### src/rtl/noc_local_injector.sv
// Local-port packet injector: turns a core message descriptor plus payload stream
// into head/body/tail flits on the lowest free virtual channel of the router.
module noc_local_injector #(
    parameter int CHANNELS = 2,
    parameter int FLIT_W   = 34,
    parameter int ID_X_W   = 4,
    parameter int ID_Y_W   = 4,
    parameter int LEN_W    = 4
) (
    input  logic                noc_clk,
    input  logic                noc_rst_n,
    input  logic [ID_X_W-1:0]   id_x,
    input  logic [ID_Y_W-1:0]   id_y,
    input  logic                msg_valid,
    output logic                msg_ready,
    input  logic [ID_X_W-1:0]   msg_dest_x,
    input  logic [ID_Y_W-1:0]   msg_dest_y,
    input  logic [LEN_W-1:0]    msg_len,
    input  logic                data_valid,
    output logic                data_ready,
    input  logic [FLIT_W-3:0]   data,
    output logic [CHANNELS-1:0] tx_valid,
    output logic [FLIT_W-1:0]   tx_flit,
    input  logic [CHANNELS-1:0] tx_ready,
    input  logic [CHANNELS-1:0] tx_vc_ready,
    output logic                busy,
    output logic [15:0]         pkt_count
);

    localparam int HDR_W = 2 * ID_X_W + 2 * ID_Y_W + LEN_W;
    localparam int PAD_W = FLIT_W - 2 - HDR_W;
    localparam int VC_W  = (CHANNELS > 1) ? $clog2(CHANNELS) : 1;

    localparam logic [1:0] T_BODY   = 2'b00;
    localparam logic [1:0] T_HEAD   = 2'b01;
    localparam logic [1:0] T_TAIL   = 2'b10;
    localparam logic [1:0] T_SINGLE = 2'b11;

    typedef enum logic [1:0] {IDLE, VC_SEL, HEAD, BODY} state_t;

    state_t              state_q, state_d;
    logic [ID_X_W-1:0]   dx_q, dx_d, sx_q, sx_d;
    logic [ID_Y_W-1:0]   dy_q, dy_d, sy_q, sy_d;
    logic [LEN_W-1:0]    len_q, len_d, rem_q, rem_d;
    logic [VC_W-1:0]     vc_q, vc_d;
    logic [15:0]         pkt_count_q, pkt_count_d;
    logic [FLIT_W-3:0]   head_pay;
    logic                vc_rdy;

    // Routing fields sit directly below the type field; unused LSBs stay zero.
    assign head_pay  = (FLIT_W - 2)'({dx_q, dy_q, sx_q, sy_q, len_q}) << PAD_W;
    assign vc_rdy    = tx_ready[vc_q];
    assign busy      = (state_q != IDLE);
    assign pkt_count = pkt_count_q;

    always_ff @(posedge noc_clk) begin
        if (!noc_rst_n) begin
            state_q     <= IDLE;
            dx_q        <= '0;
            dy_q        <= '0;
            sx_q        <= '0;
            sy_q        <= '0;
            len_q       <= '0;
            rem_q       <= '0;
            vc_q        <= '0;
            pkt_count_q <= '0;
        end else begin
            state_q     <= state_d;
            dx_q        <= dx_d;
            dy_q        <= dy_d;
            sx_q        <= sx_d;
            sy_q        <= sy_d;
            len_q       <= len_d;
            rem_q       <= rem_d;
            vc_q        <= vc_d;
            pkt_count_q <= pkt_count_d;
        end
    end

    always_comb begin
        state_d     = state_q;
        dx_d        = dx_q;
        dy_d        = dy_q;
        sx_d        = sx_q;
        sy_d        = sy_q;
        len_d       = len_q;
        rem_d       = rem_q;
        vc_d        = vc_q;
        pkt_count_d = pkt_count_q;
        msg_ready   = 1'b0;
        data_ready  = 1'b0;
        tx_valid    = '0;
        tx_flit     = '0;

        unique case (state_q)
            IDLE: begin
                msg_ready = 1'b1;
                if (msg_valid) begin
                    dx_d    = msg_dest_x;
                    dy_d    = msg_dest_y;
                    sx_d    = id_x;
                    sy_d    = id_y;
                    len_d   = msg_len;
                    state_d = VC_SEL;
                end
            end
            VC_SEL: begin
                // Descending scan so the lowest free index wins.
                for (int i = CHANNELS - 1; i >= 0; i--) begin
                    if (tx_vc_ready[i]) begin
                        vc_d    = VC_W'(i);
                        state_d = HEAD;
                    end
                end
            end
            HEAD: begin
                tx_valid[vc_q] = 1'b1;
                tx_flit = {(len_q == '0) ? T_SINGLE : T_HEAD, head_pay};
                if (vc_rdy) begin
                    if (len_q == '0) begin
                        pkt_count_d = pkt_count_q + 16'd1;
                        state_d     = IDLE;
                    end else begin
                        rem_d   = len_q;
                        state_d = BODY;
                    end
                end
            end
            BODY: begin
                tx_valid[vc_q] = data_valid;
                data_ready     = vc_rdy;
                tx_flit = {(rem_q == LEN_W'(1)) ? T_TAIL : T_BODY, data};
                if (data_valid && vc_rdy) begin
                    rem_d = rem_q - LEN_W'(1);
                    if (rem_q == LEN_W'(1)) begin
                        pkt_count_d = pkt_count_q + 16'd1;
                        state_d     = IDLE;
                    end
                end
            end
            default: state_d = IDLE;
        endcase
    end

endmodule

### config.mk
export PLATFORM = sky130hd
export DESIGN_NAME = noc_local_injector
export DESIGN_NICKNAME = d
export VERILOG_FILES = /design/src/rtl/noc_local_injector.sv
export SDC_FILE = /design/constraint.sdc
export NUM_CORES = 1
export LEC_CHECK = 0
export CORE_MARGIN = 5
export CORE_UTILIZATION = 37
export CTS_CLUSTER_SIZE = 25
export DETAILED_ROUTE_END_ITERATION = 6
export PLACE_DENSITY = 0.76
export SLEW_MARGIN = 30
export SYNTH_ARGS = -nofsm -noshare
export SYNTH_HDL_FRONTEND = slang
export SYNTH_SLANG_ARGS = --single-unit
### constraint.sdc
create_clock -name noc_clk -period 1.7 [get_ports noc_clk]
set_input_delay 0.34 -clock noc_clk [delete_from_list [all_inputs] [get_ports noc_clk]]
set_output_delay 0.34 -clock noc_clk [all_outputs]
set_load 0.02 [all_outputs]
==> results.md, run 1 <==
- #FFs+latches synth: 43
- I/O pin count: 115
- Setup CP Type: flip-flop to flip-flop
- Avg Inst Size Synth: 7.77 µm²
- R2r worst-path depth: 5
- Min cycle time layout: 1770 ps
- Worst setup margin: -72.9 ps
- Adder-cell share of the synthesized area: 1.54%
- Total number of vias: 2765
- Ant. Diodes: 0
- # rows: 29
- Fraction of final layout cells with drive strength greater than 1: 28.7%
- Die area: 0.00832 mm²
- CP max stage delay: 570 ps
- Synth Area in XOR/XNOR: 0%
- Final Net Count: 526
- Insertion delay to the later sink of the worst-skew pair: 300 ps
- Hold depth: 2
- Initial core utilization: 38.2%
- CP Data Arrival Time: 2010 ps
- Slew margin rel.: 80.0%
- Fin. Hold Viols: 0
- Root Buffer: clkbuf_8
- Layout fillers: 557
- CP max-delay cell: or4b_4
- Port-buffer cells: 114
- Die height: 91.2 µm
- Leak Pwr: 1.81 nW
- TritonCTS clock tree: done
- Crit-path max FO: 6
- CP Launch Type: flip-flop
- Final antenna-violating net count: 0
- CTS sink count: 43
- Vias in the first global route: 2707
- Clock transition at path regs: 80 ps
- CTS Buf Count: 5
- Final setup viols: 7
- Simple-gate share of the synthesized area: 31.9%
- Max-cap violations: 0
- Total power: 2.74 mW
- Maximum vdd drop: 410 µV
- Final GP Congestion: 0.883
- Cells after Synth: 314
- Post-synthesis mux area share: 11.9%
- First-pass GRT wire length: 12.5 mm
- Initial drt markers: 129
- Worst slew pin tran: 298 ps
- Mapped cell area: 0.00244 mm²
- Area growth syn-to-layout: 70.1%
- Max-slew violations: 0
- Hold WS: 456 ps
- Status: finished with violations
- GR Util All Layers: 17.9%
- Failing checks: setup timing
- Die Wd: 91.2 µm
- Synthesized Nets: 377
- Max clock buf depth: 2
- Post-synthesis sequential area ratio: 35.3%
- Synth Warn #: 0
- Setup TNS: -189 ps
- Worst path cell trace: ha_4 > nand3_2 > or4b_4 > or4_4 > a21oi_2
- Final period utilization: 104%
- RSZ-0062 raised after global routing: true
- Fmax: 564 MHz
- Post-Layout Cell Count: 541
- Largest net degree at the start of global routing: 35
- Initial antenna violation count: 0
- Largest family of logic cells by synthesized area: simple AND/OR/NAND/NOR gates
- CORE AREA: 0.00639 mm²
- DR vias/cell: 5.11
- First-pass DRT Iterations: 4
- Drc violations: 0
- Crit path capture type: flip-flop
- Wirelength, routed: 7.63 mm
- H-tree level count: 2
- Compound-cell area share of the yosys netlist: 14.8%
- PD cells: 660 mW/mm²
- Required @ worst endpoint: 1940 ps
- Wire length per cell: 14.1 µm
- Count of cell types in the netlist: 35
- HPWL after DPL: 5.75 mm
- Pre-CTS setup slack: -428 ps
- Dpl cells: 528
- Hold crit path type: flip-flop to flip-flop
- Total gr overflow: 0
- Worst Skew: 7.53 ps
==> layout by cell type, fill, tap and decap left out, drive strengths merged, types with 2 or more instances in the layout <==
cell type | synthesis | layout
nor4 | 5 | 5
clkbuf | 18 | 10
clkdlybuf4s50 | 0 | 59
mux2i | 29 | 29
dlymetal6s2s | 0 | 5
nand4 | 4 | 4
nand2b | 7 | 7
clkdlybuf4s15 | 0 | 10
a31oi | 2 | 2
clkinv | 1 | 4
and3 | 15 | 15
dlygate4sd2 | 0 | 11
nand2 | 58 | 58
o31ai | 9 | 9
nor2 | 8 | 8
or3 | 6 | 6
buf | 5 | 75
o21ai | 7 | 7
nor3 | 3 | 3
inv | 5 | 5
o21a | 4 | 4
a21oi | 35 | 35
or4 | 7 | 7
dfxtp | 43 | 43
and2 | 3 | 3
nor2b | 22 | 22
nand3 | 5 | 5
ha | 3 | 3
==> cell usage after synthesis <==
master / instances / area share, %
or2_2: 1 / 0.26
nor2_1: 8 / 1.2
nand3_1: 5 / 1.0
a21oi_1: 35 / 7.2
o21a_1: 4 / 1.2
clkbuf_1: 18 / 2.8
or3_1: 6 / 1.5
buf_1: 3 / 0.46
a41o_1: 1 / 0.41
o21ai_0: 7 / 1.4
mux2i_1: 29 / 12
or4b_4: 1 / 0.56
nand2b_1: 7 / 1.8
o31ai_1: 9 / 2.8
o211ai_1: 1 / 0.31
nor4_1: 5 / 1.3
clkinv_1: 1 / 0.15
or4_1: 7 / 2.2
and2_1: 3 / 0.77
a31oi_1: 2 / 0.51
dfxtp_1: 43 / 35
and4b_1: 1 / 0.41
nand2_1: 58 / 8.9
nor2b_1: 22 / 5.6
nand4_1: 4 / 1.0
a22o_1: 1 / 0.36
nand3b_1: 1 / 0.31
a22oi_1: 1 / 0.31
buf_2: 2 / 0.41
inv_1: 5 / 0.77
and4bb_2: 1 / 0.51
and3_1: 15 / 3.8
a211oi_1: 1 / 0.31
ha_1: 3 / 1.5
nor3_1: 3 / 0.62
==> final cells by class <==
class	instances	area, µm²	share of cell area [%]
Tap cell	77	96.3	2.32
Clock inverter	3	15.0	0.362
Sequential cell	43	876	21.1
Clock buffer	5	68.8	1.66
Multi-Input combinational cell	242	1590	38.3
Inverter	6	22.5	0.543
Timing Repair Buffer	165	1480	35.7
==> logic make-up (layout without fill, tap and decap cells) <==
| kind of cell | after synthesis | in the layout |
|---|---|---|
| buffers and inverters | 29 | 179 |
| flip-flops | 43 | 43 |
| multiplexers | 29 | 29 |
| AO/OA/AOI/OAI | 62 | 62 |
| adder cells (fa/ha/maj) | 3 | 3 |
| AND/OR/NAND/NOR | 148 | 148 |
==> report_power, final <==
group | internal (mW) | leakage [nW] | switching [mW] | total [mW]
combinational | 0.536 | 1.41 | 0.472 | 1.01
clock | 0.281 | 0.0477 | 0.347 | 0.628
sequential | 1.06 | 0.353 | 0.0441 | 1.10
total | 1.88 | 1.81 | 0.863 | 2.74
==> state kept, by name, summed over array words and instances, names as in the netlist <==
name and count:
pkt_count 16, dx_q 4, dy_q 4, len_q 4
rem_q 4, sx_q 4, sy_q 4, state_q 2
vc_q 1
==> per-stage QoR <==
step                      cell area, µm²  utilization [%]
final                               4150             65.0
after global routing                4150             65.0
after floorplan                     2480                -
after CTS                           4090             64.1
after global placement              4010             62.8
after detailed placement            4010             62.8
==> critical path: cells and delay by family (launching register included) <==
kind                       cells  cell delay (ps)
and+or+nand+nor                3             1100
DFF                            1              370
adders and majority gates      1              130
AOI/OAI and AO/OA              1              120
==> timing repair <==
action,in CTS,in global routing
gates resized for setup,171,30
pin swaps,8,10
hold buffers,0,0
endpoints found under the setup margin,64,47
cloned,1,0
buffers inserted,3,1
==> per-layer routing <==
layer | GRT usage, % | part of all wire (%)
met2 | 30.8 | 49
met3 | 4.46 | 7.2
met5 | 0 | 0
met4 | 5.87 | 1.6
met1 | 21.7 | 42
==> final timing paths <==
check / startpoint / endpoint / slack [ps]
setup / recovery: pkt_count[0] / pkt_count[10] / -70
hold / removal: dx_q[1] / dx_q[1] / 460
setup reg to reg: pkt_count[0] / pkt_count[10] / -70
hold reg to reg: dx_q[1] / dx_q[1] / 460
Power figures use the tool's default switching activity.
==> run 2: changes to the inputs <==
--- a/config.mk
+++ b/config.mk
@@ -7,7 +7,6 @@
 export LEC_CHECK = 0
 export CORE_MARGIN = 5
 export CORE_UTILIZATION = 37
-export CTS_CLUSTER_SIZE = 25
 export DETAILED_ROUTE_END_ITERATION = 6
 export PLACE_DENSITY = 0.76
 export SLEW_MARGIN = 30
==> results of run 2 <==
The final DEF is identical to that of run 1; final timing and power are the same.
==> run 3: changes to the inputs <==
--- a/config.mk
+++ b/config.mk
@@ -6,9 +6,11 @@
 export NUM_CORES = 1
 export LEC_CHECK = 0
 export CORE_MARGIN = 5
-export CORE_UTILIZATION = 37
+export CORE_UTILIZATION = 38
+export CTS_BUF_LIST = sky130_fd_sc_hd__clkbuf_4 sky130_fd_sc_hd__clkbuf_8
 export DETAILED_ROUTE_END_ITERATION = 6
-export PLACE_DENSITY = 0.76
+export GPL_ROUTABILITY_DRIVEN = 1
+export PLACE_DENSITY = 0.78
 export SLEW_MARGIN = 30
 export SYNTH_ARGS = -nofsm -noshare
 export SYNTH_HDL_FRONTEND = slang
==> results.md, run 3 (synthesis gave the netlist of run 1 again) <==
- Status: finished with violations (unchanged)
- Failing checks: setup timing (unchanged)
- First-pass GRT wire length: 13.5 mm (was 12.5 mm)
- Max-cap violations: 0 (unchanged)
- Dpl cell area: 0.00398 mm² (was 0.00401 mm²)
- CP Capture Point: pkt_count[10] (unchanged)
- Final antenna-violating net count: 0 (unchanged)
- Layout fillers: 511 (was 557)
- CP Data Arrival Time: 2020 ps (was 2010 ps)
- Worst Setup SP: pkt_count[0] (unchanged)
- Vias in the first global route: 2899 (was 2707)
- CP Launch Type: flip-flop (unchanged)
- Cell Int Power: 2.10 mW (was 1.88 mW)
- Worst Skew: 9.61 ps (was 7.53 ps)
- Hold crit path type: flip-flop to flip-flop (unchanged)
- Largest register FFs: 16 (unchanged)
- Final period utilization: 105% (was 104%)
- H-tree level count: 2 (unchanged)
- CTS Buf Count: 5 (unchanged)
- Insertion delay to the later sink of the worst-skew pair: 300 ps (about the same)
- Slew margin rel.: 77.2% (was 80.0%)
- Maximum vdd drop: 376 µV (was 410 µV)
- CP max-delay cell: or4b_4 (unchanged)
- Fin. Hold Viols: 0 (unchanged)
- HPWL after DPL: 5.92 mm (was 5.75 mm)
- Total number of vias: 2904 (was 2765)
- Hold_buf cts: 0 (unchanged)
- Fraction of final layout cells with drive strength greater than 1: 31.7% (was 28.7%)
- Wirelength, routed: 8.82 mm (was 7.63 mm)
- Logic pwr share: 36.2% (was 36.8%)
- Worst path cell trace: ha_4 > nand3_4 > or4b_4 > or4_4 > a21oi_2 (was ha_4 > nand3_2 > or4b_4 > or4_4 > a21oi_2)
- Die Wd: 90.1 µm (was 91.2 µm)
- Pre-CTS setup slack: -458 ps (was -428 ps)
- Initial core utilization: 38.6% (was 38.2%)
- Max clock buf depth: 2 (unchanged)
- Setup CP Type: flip-flop to flip-flop (unchanged)
- Most frequent cells in the layout: 59 x clkdlybuf4s50_1, 58 x nand2_1, 46 x buf_4, 37 x dfxtp_1, 30 x a21oi_1 (was 59 x clkdlybuf4s50_1, 58 x nand2_1, 43 x buf_4, 37 x dfxtp_1, 30 x a21oi_1)
- First-pass DRT Iterations: 4 (unchanged)
- Setup TNS: -337 ps (was -189 ps)
- Sw Ratio: 30.2% (was 31.5%)
- DR vias/cell: 5.31 (was 5.11)
- Largest net degree at the start of global routing: 32 (was 35)
- PD cells: 702 mW/mm² (was 660 mW/mm²)
- Ant. Diodes: 0 (unchanged)
- Wire length per cell: 16.1 µm (was 14.1 µm)
- Fmax: 558 MHz (was 564 MHz)
- Port-buffer cells: 114 (unchanged)
- CORE AREA: 0.00631 mm² (was 0.00639 mm²)
- Reg2reg end: pkt_count[10] (unchanged)
- Net Sw Power: 0.909 mW (was 0.863 mW)
- Initial antenna violation count: 0 (unchanged)
- Crit-path max FO: 5 (was 6)
- Final Net Count: 532 (was 526)
- Max-slew violations: 0 (unchanged)
- Root Buffer: clkbuf_8 (unchanged)
- Initial drt markers: 200 (was 129)
- Most common cell after layout, fill and taps aside: clkdlybuf4s50_1 (unchanged)
- Min cycle time layout: 1790 ps (was 1770 ps)
- WP depth: 5 (unchanged)
- Die area: 0.00812 mm² (was 0.00832 mm²)
- GR Util All Layers: 19.5% (was 17.9%)
- Total gr overflow: 0 (unchanged)
- RSZ-0062 raised after global routing: true (unchanged)
- CP max stage delay: 580 ps (was 570 ps)
- Setup slack, reg-to-reg: -90 ps (was -70 ps)
- R2r worst-path depth: 5 (unchanged)
- Final GP Congestion: 0.882 (was 0.883)
- Finished layout cell area: 0.00429 mm² (was 0.00415 mm²)
- # rows: 29 (unchanged)
- Register share of total power: 36.9% (was 40.3%)
- Required @ worst endpoint: 1930 ps (was 1940 ps)
- Drc violations: 0 (unchanged)
- TritonCTS clock tree: done (unchanged)
- Leak Pwr: 1.89 nW (was 1.81 nW)
- Worst slew pin tran: 339 ps (was 298 ps)
- Critical path buffers and inverters: 0 (unchanged)
- Reg-to-Reg Start: pkt_count[0] (unchanged)
- Final setup viols: 7 (unchanged)
- Crit path capture type: flip-flop (unchanged)
- CTS sink count: 43 (unchanged)
- I/O pin count: 115 (unchanged)
- Clock transition at path regs: 80 ps (about the same)
- Area growth syn-to-layout: 75.7% (was 70.1%)
- Worst setup margin: -92.7 ps (was -72.9 ps)
- Worst path top cell family by delay: simple AND/OR/NAND/NOR gates (unchanged)
- Total power: 3.01 mW (was 2.74 mW)
- Clk pwr share: 26.9% (was 22.9%)
- Die height: 90.1 µm (was 91.2 µm)
## run 3: tightest hold or removal path: cells and delay by family, from the launching register on
family | cells | cell delay, ps
simple gates | 1 | 50
compound gates | 1 | 50
flops | 1 | 310
## run 3: area by class of cell
cell class	count	area, µm²	share of cell area (%)
multi-input combinational	242	1680	39.1
clock inverter	1	30.0	0.700
sequential	43	878	20.5
clock buffer	7	83.8	1.96
inverter	6	22.5	0.525
tap	77	96.3	2.25
timing repair buffer	171	1500	35.0
## run 3: power groups by stage
stage	Combinational (mW)	Clock (mW)	Sequential, mW
4_1_cts	1.01	0.826	1.10
6_report	1.09	0.810	1.11
3_3_place_gp	0.929	0	1.12
5_1_grt	1.17	0.855	1.12
3_5_place_dp	0.954	0	1.12
2_1_floorplan	0.482	0	1.11
## run 3: what timing repair did
action                                  CTS  global route
pin swaps                                 5            12
endpoints found under the setup margin   59            45
buffers inserted                          7             3
gates resized for setup                 163            63
cloned                                    2             1
## run 3: metrics by stage
step | util (%) | hold slack [ps] | std cells
after floorplan | - | 436 | 314
after detailed placement | 63.0 | 449 | 526
after global routing | 67.9 | 484 | 547
after CTS | 65.2 | 460 | 543
final | 67.9 | 458 | 547
after global placement | 63.0 | 445 | 526
## run 3: how the worst min path moves through the flow
| stage | slack [ps] | to | from | cells after the start |
|---|---|---|---|---|
| final | 460 | sy_q[1] | sy_q[1] | 2 |
| after global routing | 480 | sy_q[1] | sy_q[1] | 2 |
| after CTS | 460 | dx_q[3] | dx_q[3] | 2 |
| after detailed placement | 450 | sy_q[1] | sy_q[1] | 2 |
| after global placement | 440 | dx_q[1] | dx_q[1] | 2 |
| after floorplan | 440 | dx_q[0] | dx_q[0] | 2 |
## run 3: routing by layer
| metal | GRT usage (%) | vias to the layer above | routed length (µm) |
|---|---|---|---|
| li1 | - | 1416 | - |
| met5 | 0 | - | 0 |
| met1 | 22.3 | 1342 | 3490 |
| met4 | 7.69 | 0 | 210 |
| met3 | 4.01 | 19 | 598 |
| met2 | 35.1 | 127 | 4520 |
